--- src/rtl/multicycle_control_if.sv ---
`default_nettype none
// ============================================================================
//  Module      : multicycle_control_if
//  Description : Signal bundle between the multicycle sequencing controller
//                and the datapath / unified memory. The controller uses the
//                master modport; the datapath (or a testbench) uses slave.
//  Signals     : run, opcode, funct3, mem_ready, alu_zero, alu_lt  (to ctrl)
//                mem_req, mem_we, iord, ir_write, pc_write, pc_src,
//                alusrca, alusrcb, aluop, regwrite, wb_sel, retire,
//                illegal, instret, state                        (from ctrl)
//  Revision    : 1.0  initial release
// ============================================================================
interface multicycle_control_if;
    // Inputs to the controller
    logic        run;
    logic [6:0]  opcode;
    logic [2:0]  funct3;
    logic        mem_ready;
    logic        alu_zero;
    logic        alu_lt;

    // Control lines driven by the controller
    logic        mem_req;
    logic        mem_we;
    logic        iord;
    logic        ir_write;
    logic        pc_write;
    logic        pc_src;
    logic        alusrca;
    logic [1:0]  alusrcb;
    logic [1:0]  aluop;
    logic        regwrite;
    logic [1:0]  wb_sel;
    logic        retire;
    logic        illegal;
    logic [31:0] instret;
    logic [3:0]  state;

    modport master (
        input  run, opcode, funct3, mem_ready, alu_zero, alu_lt,
        output mem_req, mem_we, iord, ir_write, pc_write, pc_src,
               alusrca, alusrcb, aluop, regwrite, wb_sel,
               retire, illegal, instret, state
    );

    modport slave (
        output run, opcode, funct3, mem_ready, alu_zero, alu_lt,
        input  mem_req, mem_we, iord, ir_write, pc_write, pc_src,
               alusrca, alusrcb, aluop, regwrite, wb_sel,
               retire, illegal, instret, state
    );
endinterface
`default_nettype wire

--- src/rtl/multicycle_control.sv ---
`default_nettype none
// ============================================================================
//  Module      : multicycle_control
//  Description : Sequencing controller for the multicycle RV32I-subset core.
//                Walks each instruction through FETCH / DECODE / EXEC /
//                ADDR / MEM / WB / BRANCH / JUMP, drives the shared datapath
//                control lines, handshakes with a variable-latency unified
//                memory and counts retired instructions.
//  Ports       : clk   - system clock, rising edge
//                rst_n - asynchronous active-low reset
//                bus   - multicycle_control_if.master (handshake, decode
//                        inputs, datapath control outputs, status)
//  Revision    : 1.0  initial release
// ============================================================================
module multicycle_control (
    input  wire logic               clk,
    input  wire logic               rst_n,
    multicycle_control_if.master    bus
);

    // Opcodes recognised by the decoder
    localparam logic [6:0] c_OP_RTYPE  = 7'b0110011;
    localparam logic [6:0] c_OP_ITYPE  = 7'b0010011;
    localparam logic [6:0] c_OP_LOAD   = 7'b0000011;
    localparam logic [6:0] c_OP_STORE  = 7'b0100011;
    localparam logic [6:0] c_OP_BRANCH = 7'b1100011;
    localparam logic [6:0] c_OP_JAL    = 7'b1101111;

    // State codes follow the listing order; they are visible on bus.state.
    typedef enum logic [3:0] {
        S_IDLE   = 4'd0,
        S_FETCH  = 4'd1,
        S_DECODE = 4'd2,
        S_EXEC   = 4'd3,
        S_ADDR   = 4'd4,
        S_MEM    = 4'd5,
        S_WB     = 4'd6,
        S_BRANCH = 4'd7,
        S_JUMP   = 4'd8,
        S_TRAP   = 4'd9
    } state_t;

    state_t      r_state;
    state_t      w_next_state;
    state_t      w_decode_next;

    logic [31:0] r_instret;
    logic        r_illegal;
    logic        r_retire;

    // Instruction class captured while in DECODE so later states do not
    // depend on the IR staying untouched.
    logic        r_is_rtype;
    logic        r_is_store;
    logic        r_is_load;
    logic [2:0]  r_br_f3;

    logic        w_retiring;
    logic        w_taken;

    logic        w_mem_req;
    logic        w_mem_we;
    logic        w_iord;
    logic        w_ir_write;
    logic        w_pc_write;
    logic        w_pc_src;
    logic        w_alusrca;
    logic [1:0]  w_alusrcb;
    logic [1:0]  w_aluop;
    logic        w_regwrite;
    logic [1:0]  w_wb_sel;

    // ------------------------------------------------------------------
    // Opcode decode: next state out of DECODE
    // ------------------------------------------------------------------
    always_comb begin
        w_decode_next = S_TRAP;
        case (bus.opcode)
            c_OP_RTYPE,
            c_OP_ITYPE:  w_decode_next = S_EXEC;
            c_OP_LOAD,
            c_OP_STORE:  w_decode_next = S_ADDR;
            c_OP_BRANCH: begin
                // Only beq / bne / blt are implemented.
                if ((bus.funct3 == 3'b000) || (bus.funct3 == 3'b001) ||
                    (bus.funct3 == 3'b100)) begin
                    w_decode_next = S_BRANCH;
                end else begin
                    w_decode_next = S_TRAP;
                end
            end
            c_OP_JAL:    w_decode_next = S_JUMP;
            default:     w_decode_next = S_TRAP;
        endcase
    end

    // ------------------------------------------------------------------
    // Branch condition from the latched funct3
    // ------------------------------------------------------------------
    always_comb begin
        w_taken = 1'b0;
        case (r_br_f3)
            3'b000:  w_taken = bus.alu_zero;
            3'b001:  w_taken = !bus.alu_zero;
            3'b100:  w_taken = bus.alu_lt;
            default: w_taken = 1'b0;
        endcase
    end

    // ------------------------------------------------------------------
    // FSM next-state and control outputs
    // ------------------------------------------------------------------
    always_comb begin
        w_next_state = r_state;
        w_retiring   = 1'b0;
        w_mem_req    = 1'b0;
        w_mem_we     = 1'b0;
        w_iord       = 1'b0;
        w_ir_write   = 1'b0;
        w_pc_write   = 1'b0;
        w_pc_src     = 1'b0;
        w_alusrca    = 1'b0;
        w_alusrcb    = 2'b00;
        w_aluop      = 2'b00;
        w_regwrite   = 1'b0;
        w_wb_sel     = 2'b00;

        case (r_state)
            S_IDLE: begin
                if (bus.run) begin
                    w_next_state = S_FETCH;
                end
            end

            S_FETCH: begin
                // PC <= PC + 4 and IR load happen on the completing cycle.
                w_mem_req  = 1'b1;
                w_alusrcb  = 2'b01;
                w_ir_write = bus.mem_ready;
                w_pc_write = bus.mem_ready;
                if (bus.mem_ready) begin
                    w_next_state = S_DECODE;
                end
            end

            S_DECODE: begin
                // PC + imm lands in ALUOut as the branch / jump target.
                w_alusrcb    = 2'b10;
                w_next_state = w_decode_next;
            end

            S_EXEC: begin
                w_alusrca    = 1'b1;
                w_aluop      = 2'b10;
                w_alusrcb    = r_is_rtype ? 2'b00 : 2'b10;
                w_next_state = S_WB;
            end

            S_ADDR: begin
                w_alusrca    = 1'b1;
                w_alusrcb    = 2'b10;
                w_next_state = S_MEM;
            end

            S_MEM: begin
                w_mem_req = 1'b1;
                w_iord    = 1'b1;
                w_mem_we  = r_is_store;
                if (bus.mem_ready) begin
                    if (r_is_store) begin
                        w_retiring = 1'b1;
                    end else begin
                        w_next_state = S_WB;
                    end
                end
            end

            S_WB: begin
                w_regwrite = 1'b1;
                w_wb_sel   = r_is_load ? 2'b01 : 2'b00;
                w_retiring = 1'b1;
            end

            S_BRANCH: begin
                w_alusrca  = 1'b1;
                w_aluop    = 2'b01;
                w_pc_src   = 1'b1;
                w_pc_write = w_taken;
                w_retiring = 1'b1;
            end

            S_JUMP: begin
                // PC already holds PC + 4, which becomes the link value.
                w_pc_write = 1'b1;
                w_pc_src   = 1'b1;
                w_regwrite = 1'b1;
                w_wb_sel   = 2'b10;
                w_retiring = 1'b1;
            end

            S_TRAP: begin
                w_next_state = S_TRAP;
            end

            default: begin
                w_next_state = S_IDLE;
            end
        endcase

        // run is sampled only at instruction boundaries.
        if (w_retiring) begin
            w_next_state = bus.run ? S_FETCH : S_IDLE;
        end
    end

    // ------------------------------------------------------------------
    // State register
    // ------------------------------------------------------------------
    always_ff @(posedge clk or negedge rst_n) begin
        if (!rst_n) begin
            r_state <= S_IDLE;
        end else begin
            r_state <= w_next_state;
        end
    end

    // ------------------------------------------------------------------
    // Status counters and latched instruction class
    // ------------------------------------------------------------------
    always_ff @(posedge clk or negedge rst_n) begin
        if (!rst_n) begin
            r_instret  <= 32'd0;
            r_illegal  <= 1'b0;
            r_retire   <= 1'b0;
            r_is_rtype <= 1'b0;
            r_is_store <= 1'b0;
            r_is_load  <= 1'b0;
            r_br_f3    <= 3'b000;
        end else begin
            // retire is registered so it carries no path from mem_ready;
            // it pulses in the cycle where instret shows the new count.
            r_retire <= w_retiring;
            if (w_retiring) begin
                r_instret <= r_instret + 32'd1;
            end
            if (w_next_state == S_TRAP) begin
                r_illegal <= 1'b1;
            end
            if (r_state == S_DECODE) begin
                r_is_rtype <= (bus.opcode == c_OP_RTYPE);
                r_is_store <= (bus.opcode == c_OP_STORE);
                r_is_load  <= (bus.opcode == c_OP_LOAD);
                r_br_f3    <= bus.funct3;
            end
        end
    end

    // ------------------------------------------------------------------
    // Output drive
    // ------------------------------------------------------------------
    assign bus.mem_req  = w_mem_req;
    assign bus.mem_we   = w_mem_we;
    assign bus.iord     = w_iord;
    assign bus.ir_write = w_ir_write;
    assign bus.pc_write = w_pc_write;
    assign bus.pc_src   = w_pc_src;
    assign bus.alusrca  = w_alusrca;
    assign bus.alusrcb  = w_alusrcb;
    assign bus.aluop    = w_aluop;
    assign bus.regwrite = w_regwrite;
    assign bus.wb_sel   = w_wb_sel;
    assign bus.retire   = r_retire;
    assign bus.illegal  = r_illegal;
    assign bus.instret  = r_instret;
    assign bus.state    = r_state;

endmodule
`default_nettype wire

--- src/flat_wrapper.sv ---
// flat-port wrapper written by rule: the top's interface ports become plain ports
module multicycle_control_flat 
  (clk, rst_n, bus_run, bus_opcode, bus_funct3, bus_mem_ready, bus_alu_zero, bus_alu_lt, bus_mem_req, bus_mem_we, bus_iord, bus_ir_write, bus_pc_write, bus_pc_src, bus_alusrca, bus_alusrcb, bus_aluop, bus_regwrite, bus_wb_sel, bus_retire, bus_illegal, bus_instret, bus_state);
  multicycle_control_if bus_i ();
  input  wire logic clk;
  input  wire logic rst_n;
  input wire logic [$bits(bus_i.run)-1:0] bus_run;
  input wire logic [$bits(bus_i.opcode)-1:0] bus_opcode;
  input wire logic [$bits(bus_i.funct3)-1:0] bus_funct3;
  input wire logic [$bits(bus_i.mem_ready)-1:0] bus_mem_ready;
  input wire logic [$bits(bus_i.alu_zero)-1:0] bus_alu_zero;
  input wire logic [$bits(bus_i.alu_lt)-1:0] bus_alu_lt;
  output wire logic [$bits(bus_i.mem_req)-1:0] bus_mem_req;
  output wire logic [$bits(bus_i.mem_we)-1:0] bus_mem_we;
  output wire logic [$bits(bus_i.iord)-1:0] bus_iord;
  output wire logic [$bits(bus_i.ir_write)-1:0] bus_ir_write;
  output wire logic [$bits(bus_i.pc_write)-1:0] bus_pc_write;
  output wire logic [$bits(bus_i.pc_src)-1:0] bus_pc_src;
  output wire logic [$bits(bus_i.alusrca)-1:0] bus_alusrca;
  output wire logic [$bits(bus_i.alusrcb)-1:0] bus_alusrcb;
  output wire logic [$bits(bus_i.aluop)-1:0] bus_aluop;
  output wire logic [$bits(bus_i.regwrite)-1:0] bus_regwrite;
  output wire logic [$bits(bus_i.wb_sel)-1:0] bus_wb_sel;
  output wire logic [$bits(bus_i.retire)-1:0] bus_retire;
  output wire logic [$bits(bus_i.illegal)-1:0] bus_illegal;
  output wire logic [$bits(bus_i.instret)-1:0] bus_instret;
  output wire logic [$bits(bus_i.state)-1:0] bus_state;
  assign bus_i.run = bus_run;
  assign bus_i.opcode = bus_opcode;
  assign bus_i.funct3 = bus_funct3;
  assign bus_i.mem_ready = bus_mem_ready;
  assign bus_i.alu_zero = bus_alu_zero;
  assign bus_i.alu_lt = bus_alu_lt;
  assign bus_mem_req = bus_i.mem_req;
  assign bus_mem_we = bus_i.mem_we;
  assign bus_iord = bus_i.iord;
  assign bus_ir_write = bus_i.ir_write;
  assign bus_pc_write = bus_i.pc_write;
  assign bus_pc_src = bus_i.pc_src;
  assign bus_alusrca = bus_i.alusrca;
  assign bus_alusrcb = bus_i.alusrcb;
  assign bus_aluop = bus_i.aluop;
  assign bus_regwrite = bus_i.regwrite;
  assign bus_wb_sel = bus_i.wb_sel;
  assign bus_retire = bus_i.retire;
  assign bus_illegal = bus_i.illegal;
  assign bus_instret = bus_i.instret;
  assign bus_state = bus_i.state;
  multicycle_control u_core (.clk(clk), .rst_n(rst_n), .bus(bus_i));
endmodule
--- config.mk ---
export PLATFORM = sky130hd
export DESIGN_NAME = multicycle_control_flat
export DESIGN_NICKNAME = d
export VERILOG_FILES = /design/src/rtl/multicycle_control_if.sv /design/src/rtl/multicycle_control.sv /design/src/flat_wrapper.sv
export SDC_FILE = /design/constraint.sdc
export NUM_CORES = 1
export LEC_CHECK = 0
export ABC_AREA = 1
export CORE_UTILIZATION = 35
export DETAILED_ROUTE_END_ITERATION = 10
export PLACE_DENSITY = 0.65
export SYNTH_ARGS = -nofsm -noshare
export SYNTH_HDL_FRONTEND = slang
export SYNTH_SLANG_ARGS = --single-unit
--- constraint.sdc ---
create_clock -name clk -period 3.1 [get_ports clk]
set_input_delay 0.62 -clock clk [delete_from_list [all_inputs] [get_ports clk]]
set_output_delay 0.62 -clock clk [all_outputs]
set_load 0.005 [all_outputs]
==> results of run 1 <==
registers in the layout (all words and copies together) (netlist names):
name and cells:
u_core.bus.instret 32, u_core.bus.state 4, u_core.r_br_f3 3, u_core.bus.illegal 1, u_core.bus.retire 1, u_core.r_is_load 1
u_core.r_is_rtype 1, u_core.r_is_store 1
layer usage:
metal / track usage (%) / vias to the layer above / wire length (um)
met4: 4.032 / 0 / 63
met5: 0 / - / 0
met2: 26.45 / 49 / 2985
met3: 3.451 / 5 / 281
li1: - / 1308 / -
met1: 23.33 / 1188 / 3273
through the flow:
stage | setup slack, ps | instance area, sq um
final | 485.3 | 3600
after global routing | 354.2 | 3600
after CTS | 473.1 | 3600
after detailed placement | 476.6 | 3502
after global placement | 503.9 | 3502
after floorplan | 1391 | 2754
power groups by stage:
stage	combinational [uW]	sequential [uW]	clock [uW]
after global placement	811	816	0
after floorplan	474	790	0
final	816	808	382
after global routing	914	830	409
after CTS	824	807	396
after detailed placement	822	815	0
path summary, 6_finish.rpt:
path,start,end,cells past startpoint
hold reg to reg,u_core.bus.illegal,u_core.bus.illegal,2
setup / recovery,bus_mem_ready,bus_pc_write,6
hold / removal,rst_n,u_core.r_is_rtype,1
max in group asynchronous,rst_n,u_core.bus.instret[13],1
min in group clk,u_core.bus.illegal,u_core.bus.illegal,2
setup reg to reg,u_core.bus.state[3],u_core.bus.instret[26],10
synth_stat cells (all sizes together):
library cell | instances | share of area [%]
a21oi | 7 | 1.3
a31oi | 1 | 0.23
buf | 4 | 1.6
clkbuf | 1 | 0.14
dfrtp | 44 | 40
ha | 1 | 0.45
inv | 51 | 7.0
nand2 | 119 | 17
nand3 | 19 | 3.8
nand4 | 10 | 2.8
nor2 | 50 | 7.5
nor3 | 17 | 4.6
nor3b | 1 | 0.27
nor4 | 1 | 0.23
o21ai | 13 | 2.4
o21bai | 1 | 0.27
o311ai | 1 | 0.32
o31ai | 1 | 0.27
xnor2 | 6 | 1.9
xor2 | 24 | 7.6
logic make-up after synthesis:
logic type / after synthesis
compound gates: 24
xor+xnor: 30
fa+ha+maj: 1
buf+inv: 56
flops: 44
simple gates: 217
layout make-up:
type,count,area [sq um]
Timing Repair Buffer,68,673.1
Sequential cell,44,1101
Clock buffer,6,82.58
Inverter,51,191.4
Clock inverter,2,15.01
Tap cell,99,123.9
Fill cell,733,3847
Multi-Input combinational cell,272,1413
worst max-delay path, delay by kind of cell:
family	cells	cell delay [ps]
buffers and inverters	4	1150
AND/OR/NAND/NOR	2	220
==> summary.md, run 1 <==
| Metric | Value |
|---|---|
| Final cell count without fillers | between 500 and 600 |
| Switching pwr | 767.7 uW |
| Worst Max-Slew Pin Slew | between 900 and 1000 ps |
| Mapped Nets | 389 |
| Num Clock Sinks | 44 |
| Vias in the first global route | 2,382 |
| Post-CTS setup buffers | 0 |
| Final TNS setup | 0 ps |
| Pwr Density | roughly 560 nW/um^2 |
| Unique masters post-synth | 30 |
| CTS Buf Count | 5 |
| Overall power | 2005 uW |
| Sequential element share of the synthesized area | 39.98% |
| Crit path cell chain | clkdlybuf4s50_1 -> inv_1 -> nor2_1 -> inv_1 -> nand3_1 -> clkdlybuf4s50_1 |
| Final critical-path required period | around 2600 ps |
| Hold Path Class | in2async |
| CP endpoint kind | output pin |
| Pint | roughly 1200 uW |
| Die width | 90.71 um |
| Placer Congestion | 0.8636 |
| Post-CTS Hold Buffers | 0 |
| Seq cells post-synth | 44 |
| Overflow after GRT | 0 |
| Clk root buf | clkbuf_8 |
| GRT Overall Usage | between 10% and 20% |
| WL per Instance | 12.18 um |
| YS warnings | 0 |
| Total of max-cap violations | 0 |
| Initial Util | between 30% and 40% |
| Outcome | finished clean |
| Via-per-instance ratio | 4.705 |
| Commonest non-fill, non-tap cells in the layout | nand2_1, clkdlybuf4s50_1, inv_1 |
| Detailed placement HPWL | 5293 um |
| ANT cells | 0 |
| Adder-cell share of the synthesized area | 0.4543% |
| Cell Area, Synth | 2754 sq um |
| Worst-path fanout max | 3 |
| Initial antenna violation count | 0 |
| IO Port Bufs | 67 |
| Worst path required time | 2480 ps |
| Final period util | a little over four fifths |
| Final ANT Viol Nets | 0 |
| Placed cell count | 534 |
| Reg clk slew, reported paths | 80 ps |
| Avg Cell Area, Syn | around 7.4 sq um |
| RSZ-0062 raised after global routing | false |
| Fmax | 382.5 MHz |
| VDD IR max | 0.0002966 V |
| Peak per-stage delay on the critical path | 510 ps |
| Mux cell area share after synthesis | 0% |
| Fin util | 48.34% |
| Post-Syn Instances | 372 |
| Worst-Skew Late Latency | 300 ps |
| DRC violation count after routing | 0 |
| Switching Fraction | 38.28% |
| Rows | 31 |
| Skew final | 7.178 ps |
| Post-synthesis compound-gate area fraction | 4.725% |
| Slew Limit Fails | 0 |
| TritonRoute pass-1 iters | 4 |
| First-pass GRT wire length | 11,170 um |
| DR vias | 2,550 |
| Clk buf depth | 2 |
| Slowest library cell on the worst path | clkdlybuf4s50_1 |
| Core box area | 7447 sq um |
| Ports | 68 |
| Worst hold slack | 454.6 ps |
| Layout cells sized above 1 | roughly 7.4% |
| Worst EP arrival | 1990 ps |
| Die area | approximately 8000 sq um |
| Share of total power in the clock network | roughly a fifth |
| Crit Path Category | in2out |
| Pleak | 0.001695 uW |
| Max H-tree Level | 2 |
| Comb power frac | 40.7% |
| Hold Fails Final Rpt | 0 |
| Initial DRC Count | ~180 |
| Synth Area in Simple Gates | between 30% and 40% |
| Area Growth Syn to Fin | 30.71% |
| Total wire length | 6603 um |
| Post-cts resize count | 0 |
| CTS tree | done |
| Seq pwr share | 40.3% |
| Synth Area in XOR/XNOR | 9.541% |
| Final #Nets | 459 |
| CP Launch Type | primary input |
| Relative max-transition margin | 37.92% |
| Flop-to-flop setup slack | 1070 ps |
| Die Y | about 91 um |
| Largest net degree at the start of global routing | 45 |
| Number of setup violations in the final report | 0 |
| Main combinational cell family by area after synthesis | simple AND/OR/NAND/NOR gates |
| Commonest non-fill, non-tap cell in the layout | nand2_1 |
No activity file was read; power rests on OpenSTA's default activity.
==> run 2, diff against run 1 <==
clock period = 2.6 ns   (was 3.1 ns; I/O delays follow)
==> summary.md, run 2 (synthesis results as in run 1) <==
| Metric | Value |
|---|---|
| Fin util | 48.42% (+0.084 points) |
| Initial DRC Count | 165 (-10%) |
| IO Port Bufs | 67 (unchanged) |
| CP endpoint kind | output pin |
| DRC violation count after routing | 0 (unchanged) |
| Clk root buf | clkbuf_8 |
| Comb power frac | 41.4% (+0.7 points) |
| Skew final | 6.749 ps (-0.4285 ps) |
| Peak per-stage delay on the critical path | 570 ps (+60 ps) |
| CTS Buf Count | 5 (unchanged) |
| Worst-Skew Late Latency | 300 ps (about the same) |
| ANT cells | 0 (unchanged) |
| Worst Max-Slew Pin Slew | 478.5 ps (-452.7 ps) |
| Worst r2r src | u_core.bus.state[3] |
| Placer Congestion | 0.8455 (-2.1%) |
| Final #Nets | 461 (+0.44%) |
| Die Y | 90.71 um (unchanged) |
| Fmax | 405.6 MHz |
| TritonRoute pass-1 iters | 4 (unchanged) |
| Clk buf depth | 2 (unchanged) |
| CP Launch Type | register |
| Core box area | 7447 sq um (unchanged) |
| Final TNS setup | 0 ps (unchanged) |
| Overflow after GRT | 0 (unchanged) |
| Final period util | a little over nine tenths |
| Slew Limit Fails | 0 (unchanged) |
| Worst path required time | 2080 ps (-400 ps) |
| Total of max-cap violations | 0 (unchanged) |
| Share of total power in the clock network | 18.0% (-1.0 points) |
| First-pass GRT wire length | 11,740 um (+5.1%) |
| WL per Instance | 12.65 um (+3.9%) |
| Final critical-path required period | 2466 ps |
| Switching pwr | 912.3 uW (+19%) |
| VDD IR max | 0.0003565 V (+20%) |
| Area Growth Syn to Fin | 30.94% |
| Pint | 1458 uW (+18%) |
| Via-per-instance ratio | 4.820 (+2.4%) |
| Number of setup violations in the final report | 0 (unchanged) |
| Vias in the first global route | 2,431 (+2.1%) |
| Worst-path fanout max | 7 (+4) |
| Hold Path Class | in2async |
| Die width | 90.71 um (unchanged) |
| Ports | 68 (unchanged) |
| Crit. Startpoint | u_core.bus.state[3] |
| Hold Fails Final Rpt | 0 (unchanged) |
| Max H-tree Level | 2 (unchanged) |
| Die area | 8227 sq um (unchanged) |
| Outcome | finished clean |
| Commonest non-fill, non-tap cell in the layout | nand2_1 |
| Commonest non-fill, non-tap cells in the layout | nand2_1, clkdlybuf4s50_1, inv_1 |
| Pwr Density | 657.2 nW/um^2 (+18%) |
| Crit Path Category | reg2out |
| Switching Fraction | 38.50% (+0.21 points) |
| Rows | 31 (unchanged) |
| GRT Overall Usage | 17.80% (+1.0 points) |
| Dpl ws | 188.9 ps (-287.8 ps) |
| Final ANT Viol Nets | 0 (unchanged) |
| Seq pwr share | 40.6% (+0.3 points) |
| Worst EP arrival | 1950 ps (-40 ps) |
| Pleak | 0.001708 uW (+0.77%) |
| Max reg flops | 32 (unchanged) |
| Slowest library cell on the worst path | clkdlybuf4s50_1 |
| Total wire length | 6883 um (+4.2%) |
| Post-CTS setup buffers | 0 (unchanged) |
| Crit path cell chain | nor2_1 -> inv_1 -> o311ai_0 -> clkdlybuf4s50_1 |
| Reg clk slew, reported paths | 90 ps (about the same) |
| Layout cells sized above 1 | 8.090% (+0.64 points) |
| Detailed placement HPWL | 5526 um (+4.4%) |
| Relative max-transition margin | 68.10% (+30 points) |
| Final setup margin | 134.4 ps (-350.9 ps) |
| CTS tree | done |
| FILL cells | 770 (+5.0%) |
| Initial Util | 36.98% (unchanged) |
| Initial antenna violation count | 0 (unchanged) |
| Num Clock Sinks | 44 (unchanged) |
| Largest net degree at the start of global routing | 25 (-44%) |
| DR vias | 2,622 (+2.8%) |
| RSZ-0062 raised after global routing | false |
## run 2: timing repair
item	CTS	global route
hold buffers	0	0
gates resized for setup	0	1
endpoints found under the setup margin	0	1
## run 2: layer usage
metal	part of all wire [%]	wire length (um)	vias to the layer above	GRT usage, %
li1	-	-	1314	-
met1	48	3313	1220	24.38
met2	45	3090	78	28.03
met3	5.1	354	10	3.535
met4	1.8	124	0	5.780
met5	0	0	-	0
## run 2: layout make-up
cell class                      count  area (sq um)  share of cell area [%]
Multi-Input combinational cell    272          1413                   39.17
Tap cell                           99         123.9                   3.435
Clock inverter                      3         18.77                  0.5205
Timing Repair Buffer               70         688.2                   19.08
Sequential cell                    44          1102                   30.57
Clock buffer                        5         68.82                   1.908
Inverter                           51         191.4                   5.309
## run 2: worst paths after layout
kind | end | slack [ps] | depth (start not counted)
setup / recovery | bus_alusrcb[1] | 130 | 4
hold / removal | u_core.r_br_f3[1] | 170 | 1
setup reg to reg | u_core.bus.instret[4] | 730 | 9
hold reg to reg | u_core.bus.illegal | 470 | 2
max in group asynchronous | u_core.bus.state[1] | 1720 | 2
min in group clk | u_core.bus.illegal | 470 | 2
## run 2: per-stage QoR
stage / hold WS, ps / cells / cell area [sq um] / total power (uW)
2_1_floorplan: 224.4 / 372 / 2754 / 1507
3_3_place_gp: 453.0 / 536 / 3517 / 1956
3_5_place_dp: 460.6 / 536 / 3517 / 1959
4_1_cts: 180.6 / 544 / 3605 / 2396
5_1_grt: 193.9 / 544 / 3606 / 2546
6_report: 165.2 / 544 / 3606 / 2370
## run 2: power groups by stage
stage / clock, uW / combinational (uW) / sequential, uW
floorplan: 0 / 565 / 942
global placement: 0 / 980 / 976
detailed placement: 0 / 987 / 973
CTS: 443 / 991 / 963
global route: 467 / 1090 / 985
finish: 427 / 981 / 962
## run 2: critical path, delay by kind of cell (launching register included)
kind	cells	cell delay, ps
buf+inv	2	660
flops	1	470
compound gates	1	280
simple gates	1	240
